<file path="src/rtl/vga_pkg.sv">
// ----------------------------------------------------------------------------
// vga_pkg
//   Shared constants and types for the VGA line prefetcher.
//   H_PIXELS / V_LINES describe the active display area. The framebuffer is
//   1 bit per pixel, packed WORD_W pixels per SRAM word, MSB first, so a scan
//   line is WORDS_PER_LINE consecutive words.
//   The optional underrun statistics counter is enabled by defining
//   VGA_PREFETCH_STATS_EN (see vga_line_prefetch).
// ----------------------------------------------------------------------------
package vga_pkg;

  localparam int H_PIXELS       = 640;
  localparam int V_LINES        = 480;
  localparam int WORD_W         = 32;
  localparam int WORDS_PER_LINE = H_PIXELS / WORD_W;
  localparam int WCNT_W         = 5;

  typedef enum logic [1:0] {
    PF_IDLE,
    PF_FETCH,
    PF_DONE
  } pf_state_t;

  typedef logic [WORD_W-1:0] sram_word_t;

  // Word address of the first framebuffer word of a scan line. Arithmetic is
  // deliberately 32-bit and wraps, matching the SRAM address space.
  function automatic logic [31:0] line_base(input logic [31:0] fb_base,
                                            input logic [8:0]  line_idx);
    return fb_base + (32'(line_idx) * 32'(WORDS_PER_LINE));
  endfunction

endpackage

</file>
<file path="src/rtl/vga_line_buf.sv">
// ----------------------------------------------------------------------------
// vga_line_buf
//   Ping-pong line storage: 2 buffers x WORDS_PER_LINE words x WORD_W bits.
//   One synchronous write port (used by the SRAM fetch) and one registered
//   pixel read port (used by the display side). The read port selects the
//   word by pix_x[9:5] and the bit MSB-first by pix_x[4:0].
// Ports
//   clk, rst     clock, asynchronous active-high reset (read register only;
//                the storage array itself is not reset)
//   wr_en        write strobe
//   wr_buf       buffer index written
//   wr_idx       word index within the buffer
//   wr_data      word to store
//   rd_en        pixel read qualifier (strobe and buffer validity)
//   rd_buf       buffer index read
//   rd_x         pixel column
//   pixel_out    registered pixel, 1-cycle latency
// ----------------------------------------------------------------------------
module vga_line_buf
  import vga_pkg::*;
(
  input  logic              clk,
  input  logic              rst,
  input  logic              wr_en,
  input  logic              wr_buf,
  input  logic [WCNT_W-1:0] wr_idx,
  input  sram_word_t        wr_data,
  input  logic              rd_en,
  input  logic              rd_buf,
  input  logic [9:0]        rd_x,
  output logic              pixel_out
);

  sram_word_t        mem_q [2][WORDS_PER_LINE];

  logic              rd_in_range;
  logic [WCNT_W-1:0] rd_word_idx;
  sram_word_t        rd_word;
  logic              pixel_d;
  logic              pixel_q;

  always_ff @(posedge clk) begin
    if (wr_en) begin
      mem_q[wr_buf][wr_idx] <= wr_data;
    end
  end

  // Columns past the active width never index the array; the word index is
  // forced to 0 and the result is masked off.
  always_comb begin
    rd_in_range = (rd_x < 10'(H_PIXELS));
    rd_word_idx = rd_in_range ? rd_x[9:5] : '0;
    rd_word     = mem_q[rd_buf][rd_word_idx];
    // ~x[4:0] == 31 - x[4:0], giving MSB-first bit order within the word.
    pixel_d     = rd_en & rd_in_range & rd_word[~rd_x[4:0]];
  end

  always_ff @(posedge clk or posedge rst) begin
    if (rst) begin
      pixel_q <= 1'b0;
    end else begin
      pixel_q <= pixel_d;
    end
  end

  assign pixel_out = pixel_q;

endmodule

</file>
<file path="src/rtl/vga_line_prefetch.sv">
// ----------------------------------------------------------------------------
// vga_line_prefetch
//   Fetches one 1-bpp scan line from SRAM into the fill half of a ping-pong
//   line buffer while the display half is read by VGA_out. Each line_start
//   swaps the halves and starts fetching the requested next line.
// Ports
//   clk, rst        clock, asynchronous active-high reset
//   frame_base      word address of framebuffer line 0
//   line_start      1-cycle pulse at the start of each line's h-blank
//   next_line       line index to prefetch, sampled with line_start
//   pix_x, pix_rd   display-side pixel column and read strobe
//   pixel_out       pixel for the pix_x of the previous cycle
//   sram_rd         SRAM read request (held while sram_busy is high)
//   sram_addr       SRAM word address
//   byte_select     all lanes enabled while reading
//   sram_busy       SRAM not ready
//   sram_data_in    read data, valid on a cycle with sram_rd=1, sram_busy=0
//   fetch_done      fill buffer holds the complete requested line
//   underrun        sticky: a line_start interrupted an unfinished fetch
//   underrun_cnt    (only with VGA_PREFETCH_STATS_EN) saturating count of
//                   underrun events
// ----------------------------------------------------------------------------
module vga_line_prefetch
  import vga_pkg::*;
(
  input  logic        clk,
  input  logic        rst,
  input  logic [31:0] frame_base,
  input  logic        line_start,
  input  logic [8:0]  next_line,
  input  logic [9:0]  pix_x,
  input  logic        pix_rd,
  output logic        pixel_out,
  output logic        sram_rd,
  output logic [31:0] sram_addr,
  output logic [3:0]  byte_select,
  input  logic        sram_busy,
  input  sram_word_t  sram_data_in,
  output logic        fetch_done,
  output logic        underrun
`ifdef VGA_PREFETCH_STATS_EN
  ,
  output logic [15:0] underrun_cnt
`endif
);

  localparam logic [WCNT_W-1:0] LAST_WORD = WCNT_W'(WORDS_PER_LINE - 1);

  pf_state_t         state_q, state_d;
  logic              disp_sel_q, disp_sel_d;
  logic [1:0]        buf_valid_q, buf_valid_d;
  logic [31:0]       lbase_q, lbase_d;
  logic [WCNT_W-1:0] word_cnt_q, word_cnt_d;
  logic              sram_rd_q, sram_rd_d;
  logic [31:0]       sram_addr_q, sram_addr_d;
  logic              fetch_done_q, fetch_done_d;
  logic              underrun_q, underrun_d;

  logic              beat;
  logic              final_beat;
  logic              underrun_event;
  logic [31:0]       new_base;

  // Next-state logic. The fetch beat is evaluated first and line_start is
  // layered on top, so a final beat landing on the same edge as line_start
  // marks its buffer valid before the swap hands that buffer to the display.
  always_comb begin
    state_d        = state_q;
    disp_sel_d     = disp_sel_q;
    buf_valid_d    = buf_valid_q;
    lbase_d        = lbase_q;
    word_cnt_d     = word_cnt_q;
    sram_rd_d      = sram_rd_q;
    sram_addr_d    = sram_addr_q;
    fetch_done_d   = fetch_done_q;
    underrun_d     = underrun_q;

    beat           = (state_q == PF_FETCH) && !sram_busy;
    final_beat     = beat && (word_cnt_q == LAST_WORD);
    underrun_event = line_start && (state_q == PF_FETCH) && !final_beat;
    new_base       = line_base(frame_base, next_line);

    if (beat) begin
      word_cnt_d  = word_cnt_q + 1'b1;
      sram_addr_d = lbase_q + 32'(word_cnt_q) + 32'd1;
    end

    if (final_beat) begin
      state_d                  = PF_DONE;
      sram_rd_d                = 1'b0;
      buf_valid_d[~disp_sel_q] = 1'b1;
      fetch_done_d             = 1'b1;
    end

    if (line_start) begin
      // The old fill buffer keeps the validity computed above and becomes
      // the display buffer; the old display buffer becomes the new fill.
      disp_sel_d              = ~disp_sel_q;
      buf_valid_d[disp_sel_q] = 1'b0;
      fetch_done_d            = 1'b0;
      lbase_d                 = new_base;
      word_cnt_d              = '0;
      if (underrun_event) begin
        underrun_d = 1'b1;
      end
      // Lines beyond the active area are v-blank: leave the SRAM idle.
      if (next_line < 9'(V_LINES)) begin
        state_d     = PF_FETCH;
        sram_rd_d   = 1'b1;
        sram_addr_d = new_base;
      end else begin
        state_d     = PF_DONE;
        sram_rd_d   = 1'b0;
      end
    end
  end

  always_ff @(posedge clk or posedge rst) begin
    if (rst) begin
      state_q      <= PF_IDLE;
      disp_sel_q   <= 1'b0;
      buf_valid_q  <= 2'b00;
      lbase_q      <= '0;
      word_cnt_q   <= '0;
      sram_rd_q    <= 1'b0;
      sram_addr_q  <= '0;
      fetch_done_q <= 1'b0;
      underrun_q   <= 1'b0;
    end else begin
      state_q      <= state_d;
      disp_sel_q   <= disp_sel_d;
      buf_valid_q  <= buf_valid_d;
      lbase_q      <= lbase_d;
      word_cnt_q   <= word_cnt_d;
      sram_rd_q    <= sram_rd_d;
      sram_addr_q  <= sram_addr_d;
      fetch_done_q <= fetch_done_d;
      underrun_q   <= underrun_d;
    end
  end

`ifdef VGA_PREFETCH_STATS_EN
  logic [15:0] underrun_cnt_q, underrun_cnt_d;

  // Saturating event counter; holds at all-ones rather than wrapping.
  always_comb begin
    underrun_cnt_d = underrun_cnt_q;
    if (underrun_event && (underrun_cnt_q != 16'hFFFF)) begin
      underrun_cnt_d = underrun_cnt_q + 16'd1;
    end
  end

  always_ff @(posedge clk or posedge rst) begin
    if (rst) begin
      underrun_cnt_q <= '0;
    end else begin
      underrun_cnt_q <= underrun_cnt_d;
    end
  end

  assign underrun_cnt = underrun_cnt_q;
`else
  // Without statistics the sticky underrun flag is the only record.
`endif

  vga_line_buf u_line_buf (
    .clk       (clk),
    .rst       (rst),
    .wr_en     (beat),
    .wr_buf    (~disp_sel_q),
    .wr_idx    (word_cnt_q),
    .wr_data   (sram_data_in),
    .rd_en     (pix_rd & buf_valid_q[disp_sel_q]),
    .rd_buf    (disp_sel_q),
    .rd_x      (pix_x),
    .pixel_out (pixel_out)
  );

  assign sram_rd     = sram_rd_q;
  assign sram_addr   = sram_addr_q;
  assign byte_select = sram_rd_q ? 4'b1111 : 4'b0000;
  assign fetch_done  = fetch_done_q;
  assign underrun    = underrun_q;

endmodule
</file>
<file path="config.mk">
export PLATFORM = sky130hd
export DESIGN_NAME = vga_line_prefetch
export DESIGN_NICKNAME = d
export VERILOG_FILES = /design/src/rtl/vga_pkg.sv /design/src/rtl/vga_line_buf.sv /design/src/rtl/vga_line_prefetch.sv
export SDC_FILE = /design/constraint.sdc
export NUM_CORES = 1
export LEC_CHECK = 0
export ABC_AREA = 1
export BUFFER_PORTS_ARGS = -buffer_cell sky130_fd_sc_hd__buf_2
export CORE_ASPECT_RATIO = 1.1
export CORE_MARGIN = 2
export CORE_UTILIZATION = 30
export CTS_BUF_LIST = sky130_fd_sc_hd__clkbuf_4
export DETAILED_ROUTE_END_ITERATION = 10
export HOLD_SLACK_MARGIN = 0.12
export PLACE_DENSITY = 0.55
export SKIP_CTS_REPAIR_TIMING = 1
export SLEW_MARGIN = 30
export SYNTH_ARGS = -nofsm -noshare
export SYNTH_HDL_FRONTEND = slang
export SYNTH_SLANG_ARGS = --single-unit
</file>
<file path="constraint.sdc">
create_clock -name clk -period 4.2 [get_ports clk]
set_input_delay 0.84 -clock clk [delete_from_list [all_inputs] [get_ports clk]]
set_output_delay 0.84 -clock clk [all_outputs]
set_load 0.005 [all_outputs]
</file>
==> impl_metrics.ini, run 1 <==
[route]
drt_wl_total_um = 174000
viasPerCell = 4.80
vias = 41500
dr.pass1.iters = 6
first_iter_violations = 3643
drc = 0
ant_nets = 0
wire_per_inst_um = 20.1

[sta]
hold_viol = 0
drv_slew = 0
tightest_slew_ns = 0.917
fin_ws_ns = 0.390
max_freq_mhz = 262
skew_ns = 0.0891
setup_viol = 0
rsz0062_at_grt = false
min_period_ns = 3.81
max-slew-margin-rel_pct = 38.9
min_period_over_period_pct = 90.7

[logic_synthesis]
synth-seq-cells = 1357
async_flop_share_pct = 5.67
synthMostInstantiatedCell = nor2_1
synth_top_cell_by_area = edfxtp_1
syn_avg_cell_area_um2 = 10.8
synth_enable_flop_cells = 1280
synth-main-ff-cell = edfxtp_1
synth_cells = 5387
synth_commonest_cells = 1591 x nor2_1, 1280 x edfxtp_1, 822 x nand2_1
synth_top_area_share_pct = 66.2
synth_cell_type_count = 45
synth_area_leaders = edfxtp_1 66%, nor2_1 10%, nand2_1 5.3%
syn_nets = 5514
yosysWarnings = 0
synth_area_um2 = 58100
synth-seq-area-share_pct = 69.5

[setup_path]
worstSetupPathType = reg -> reg
r2r_start = disp_sel_q$_DFFE_PP0P_
critPathLaunchType = flip-flop
cpLargestDelayFamily = buffers and inverters
crit_chain = inv_8 -> buf_4 -> buf_4 -> nor2_1 -> o21ai_0 -> nand2_1 -> nand2_1 -> nand3_1 -> nand3_1 -> nand3_1 -> nand3_1 -> nand3_1 -> nand3_1 -> nand2_1 -> nand2_1 -> nand2_1 -> nor2_1 -> dlygate4sd3_1
cp.required_ns = 5.42
cp.arrival_ns = 5.03
crit_buf_inv = 4
crit_path_end_kind = flip-flop
cp_slowest_cell = dfrtp_4
slowest_delay_ns = 0.64
cpMostUsedCell = nand3_1
cp_max_fo = 48
worstSetupStartpoint = disp_sel_q$_DFFE_PP0P_

[global_routing]
antenna_found_initial = 12
grt_pass1_wl_um = 258000
grt_pass1_vias = 40600
grt_max_degree = 135
grt-busiest-layer = met2
met3_usage_pct = 3.61
grt-ovfl-total = 0
grtUsageTotal_pct = 17.4
use_met1_pct = 22.6
grtUsageMet2_pct = 28.5

[die]
fp.coreArea_um2 = 193000
initial_core_util_pct = 30.1
num_rows = 169
die_area_um2 = 197000
die_h_um = 465
chipWidth_um = 423
io_pins = 128

[hold_path]
hold_start = frame_base[9]
min_path_type = in -> reg

[cts]
cts_tree = yes
cts.sinks = 1357
cts_root_buf = clkbuf_4
htree_levels = 5
clk_latency_ns = 1.33
cts_made_buffers = 375
clkTransAtPathRegs_ns = 0.06
cts_buffer_depth = 4

[pwr]
seqPwrFrac_pct = 43.6
internal_power_uw = 23800
switching_share_pct = 31.8
power.leakage_uw = 0.0251
vdd_drop_max_uv = 427
p_per_area_nw_per_um2 = 513
combinationalPowerShare_pct = 23.7
clkPwrFrac_pct = 32.6
p_sw_uw = 11100

[final_layout]
instances_no_fill = 8656
syn_to_final_growth_pct = 17.0
final_layout_size_suffix_gt1_share_pct = 16.5
fin_nets = 5969

[placement]
place_inst = 7981
gp_congestion = 0.805
portBuffers = 127
dp_hpwl_um = 95400
post-place-ws_ns = -0.213

[run_status]
status = finished, final reports clean

[run]
drv_cap = 0
-- metrics by stage --
step	hold slack, ns	power, µW	area (µm²)	TNS, ns	util (%)
global placement	0.446	23700	63000	-2.50	32.7
CTS	-0.456	35200	67400	0	35.0
detailed placement	0.457	23700	63000	-4.24	32.7
global route	0.106	36900	68000	0	35.3
floorplan	0.448	21100	58100	-210.02	-
finish	0.145	34800	68000	0	35.3
-- tightest hold or removal path: cells and delay by family --
family                   cells  cell delay [ns]
XOR/XNOR                     1             0.07
adder cells (fa/ha/maj)      1             0.17
buffers and inverters        2             0.21
AND/OR/NAND/NOR              2             0.10
-- state kept, by name (all words and copies together) (netlist names) --
name,cells
buf_valid_q,2
state_q,1
sram_addr,32
word_cnt_q,5
u_line_buf.mem_q,1280
u_line_buf.pixel_out,1
lbase_q,32
sram_rd,1
fetch_done,1
underrun,1
disp_sel_q,1
-- area by class of cell --
class	instances	area (µm²)
Fill cell	19100	125000
Sequential cell	1357	40400
Multi-Input combinational cell	3583	16000
Clock buffer	554	4160
Timing Repair Buffer	378	3370
Tap cell	2565	3210
Inverter	147	562
Clock inverter	66	284
Antenna cell	6	15.0
-- metal layers --
layer | wire length (µm) | vias up | part of all wire (%)
li1 | - | 19500 | -
met1 | 74100 | 20200 | 43
met2 | 82700 | 1545 | 47
met3 | 12300 | 326 | 7.0
met4 | 5170 | 6 | 3.0
met5 | 37 | - | 0.021
-- cell families after synthesis --
family                     Yosys count  share of synthesized area [%]
AOI/OAI and AO/OA                  401                           3.61
xor gates and xnor gates            42                          0.633
adders and majority gates           39                          0.879
buffers and inverters              447                           3.40
DFF                               1357                           69.5
muxes                               29                          0.500
and+or+nand+nor                   3072                           21.5
-- path summary, 6_finish.rpt --
path / endpoint / slack (ns) / cells after the start
hold reg to reg: underrun$_DFFE_PP0P_ / 0.48 / 1
setup / recovery: u_line_buf.pixel_out$_DFF_PP0_ / 0.39 / 18
max in group asynchronous: sram_addr[14]$_DFF_PP0_ / 2.94 / 4
min in group asynchronous: buf_valid_q[1]$_DFF_PP0_ / 0.24 / 3
setup reg to reg: u_line_buf.pixel_out$_DFF_PP0_ / 0.39 / 18
hold / removal: lbase_q[9]$_DFFE_PP0P_ / 0.15 / 6
-- power groups by stage --
stage          clock, µW  combinational, µW  sequential (µW)
2_1_floorplan          0               5680            15400
3_3_place_gp           0               8200            15500
3_5_place_dp           0               8240            15500
4_1_cts            11700               8280            15200
5_1_grt            12400               9310            15200
6_report           11400               8260            15200
-- placed cells by master, fill, tap and decap left out, types with 2 or more instances in the layout --
master	netlist	final
xor2_1	27	27
o22ai_1	6	6
nand3_1	530	530
nor2_1	1591	1586
diode_2	0	6
a21oi_1	93	93
nor3_1	57	20
inv_2	4	4
o21bai_1	2	2
nand2_1	822	820
inv_1	141	140
o21ai_0	242	242
buf_4	13	144
nor2_4	1	6
buf_12	0	58
mux2i_1	29	29
clkinv_2	0	7
dfrtp_1	77	76
nand2_4	0	2
o211ai_1	3	3
a31oi_1	2	2
nand4_1	8	8
clkinv_1	2	59
ha_1	36	36
nor4_1	3	3
nor2_2	4	4
o31ai_1	6	6
xnor2_1	15	15
buf_2	142	127
dlygate4sd3_1	0	49
or2_2	49	49
edfxtp_1	1280	1280
nor3_2	1	38
o21ai_1	37	37
fa_1	3	3
o31ai_2	2	2
nand3b_1	3	3
clkbuf_4	0	554
No activity file was read; power rests on OpenSTA's default activity.
==> run 2, diff against run 1 <==
- MAX_ROUTING_LAYER: unset -> met4
==> run 2 against run 1 <==
  * Sequential power about the same
  * Worst hold slack got worse by 0.00089 ns
  * Register-to-register slack is essentially flat
  * Cell count about the same
  * Sequential share of layout area about the same
  * Critical path depth stayed put
  * Largest power group unchanged
  * Total power hardly changed
  * Critical path type unchanged
  * Fmax rose by 0.36%
  * Die area is the same
  * Sequential cell count did not move
==> impl_metrics.ini, run 2 (synthesis gave the netlist of run 1 again) <==
[final_layout]
final_layout_size_suffix_gt1_share_pct = 16.5
fin_nets = 5969
syn_to_final_growth_pct = 17.0
fill_cells = 19100
layout_commonest_cell = nor2_1
multi_input_comb_area_um2 = 16000
top_register = u_line_buf.mem_q
final_cell_mix = 1586 x nor2_1, 1280 x edfxtp_1, 820 x nand2_1
largest_register_ffs = 1280
ff_latch_area_um2 = 40400

[sta]
max_freq_mhz = 263
min_period_over_period_pct = 90.4
min_period_ns = 3.80
skew_ns = 0.0934
drv_slew = 0
max-slew-margin-rel_pct = 38.0
whs_ns = 0.144
tightest_slew_ns = 0.930
rsz0062_at_grt = false
setup_viol = 0
hold_viol = 0
setup_tns_ns = 0

[cts]
cts_buffer_depth = 4
cts_tree = yes
cts_root_buf = clkbuf_4
clkTransAtPathRegs_ns = 0.06
cts_made_buffers = 375
htree_levels = 5
clk_latency_ns = 1.34
cts.sinks = 1357

[die]
chipWidth_um = 423
die_h_um = 465
initial_core_util_pct = 30.1
io_pins = 128
fp.coreArea_um2 = 193000
die_area_um2 = 197000
num_rows = 169

[setup_path]
cp_slowest_cell = dfrtp_4
cp_max_fo = 48
crit_chain = inv_8 -> buf_4 -> buf_4 -> nor2_1 -> o21ai_0 -> nand2_1 -> nand2_1 -> nand3_1 -> nand3_1 -> nand3_1 -> nand3_1 -> nand3_1 -> nand3_1 -> nand2_1 -> nand2_1 -> nand2_1 -> nor2_1 -> dlygate4sd3_1
cpLargestDelayFamily = buffers and inverters
critPathLaunchType = flip-flop
cpMostUsedCell = nand3_1
cp.required_ns = 5.42
worstSetupPathType = reg -> reg
slowest_delay_ns = 0.63
crit_buf_inv = 4
cp.arrival_ns = 5.02
crit_path_end_kind = flip-flop
ff2ff_setup_slack_ns = 0.40

[run]
drv_cap = 0

[pwr]
power.leakage_uw = 0.0251
vdd_drop_max_uv = 433
p_per_area_nw_per_um2 = 513

[global_routing]
grt_max_degree = 135
antenna_found_initial = 12
grt_pass1_vias = 40500
grtUsageTotal_pct = 17.9
grt-ovfl-total = 0
grt_pass1_wl_um = 258000

[route]
wire_per_inst_um = 20.1
first_iter_violations = 3538
vias = 41600
drt_wl_total_um = 175000
drc = 0
dr.pass1.iters = 5
ant_nets = 0
viasPerCell = 4.80

[placement]
dp_hpwl_um = 95400
gp_congestion = 0.817
portBuffers = 127

[run_status]
status = finished, final reports clean

[hold_path]
min_path_type = in -> reg
==> run 2: changes by cell type in the layout (fill, tap and decap cells not counted) <==
cell and delta:
diode_2 +5
==> run 2: path summary, 6_finish.rpt <==
check / cells past startpoint / endpoint / startpoint
max: 18 / u_line_buf.pixel_out$_DFF_PP0_ / disp_sel_q$_DFFE_PP0P_
min: 6 / lbase_q[9]$_DFFE_PP0P_ / frame_base[9]
max reg2reg: 18 / u_line_buf.pixel_out$_DFF_PP0_ / disp_sel_q$_DFFE_PP0P_
min reg2reg: 1 / underrun$_DFFE_PP0P_ / underrun$_DFFE_PP0P_
max in group asynchronous: 4 / sram_addr[14]$_DFF_PP0_ / rst
min in group asynchronous: 3 / buf_valid_q[1]$_DFF_PP0_ / rst
==> run 2: metal layers <==
layer  part of all wire, %  global-route usage, %  vias up  wire length (µm)
met5                     0                      -        -                 0
met4                   2.9                   6.54        0              5090
met3                   7.0                   3.51      334             12200
met2                    47                   28.5     1592             82800
met1                    43                   22.6    20200             74400
li1                      -                      -    19500                 -
==> run 2: metrics by stage <==
| stage | power [µW] | util [%] | worst slack (ns) | cells | cell area, µm² |
|---|---|---|---|---|---|
| detailed placement | 23700 | 32.7 | -0.213 | 7981 | 63000 |
| finish | 34900 | 35.3 | 0.404 | 8661 | 68000 |
| global route | 36900 | 35.3 | 0.160 | 8659 | 68000 |
| global placement | 23700 | 32.7 | -0.170 | 7981 | 63000 |
| floorplan | 21100 | - | -0.256 | 5387 | 58100 |
| CTS | 35200 | 35.0 | 0.881 | 8601 | 67400 |
==> run 2: cell type report <==
type                            instances  area share (%)
Antenna cell                           11          0.0405
Clock buffer                          554            6.12
Clock inverter                         66           0.418
Inverter                              147           0.827
Multi-Input combinational cell       3583            23.5
Sequential cell                      1357            59.4
Tap cell                             2565            4.72
Timing Repair Buffer                  378            4.96
==> run 2: power by group <==
part           total, µW  internal, µW  leakage [µW]  switching [µW]
combinational       8280          2740        0.0100            5540
clock              11400          6020       0.00268            5370
sequential         15200         15000        0.0124             191
total              34900         23800        0.0251           11100
==> run 2: worst register-to-register path: cells and delay by family (launching register included) <==
kind / cells / cell delay, ns
AOI/OAI and AO/OA: 1 / 0.16
DFF: 1 / 0.63
buffers and inverters: 4 / 1.66
and+or+nand+nor: 13 / 1.31
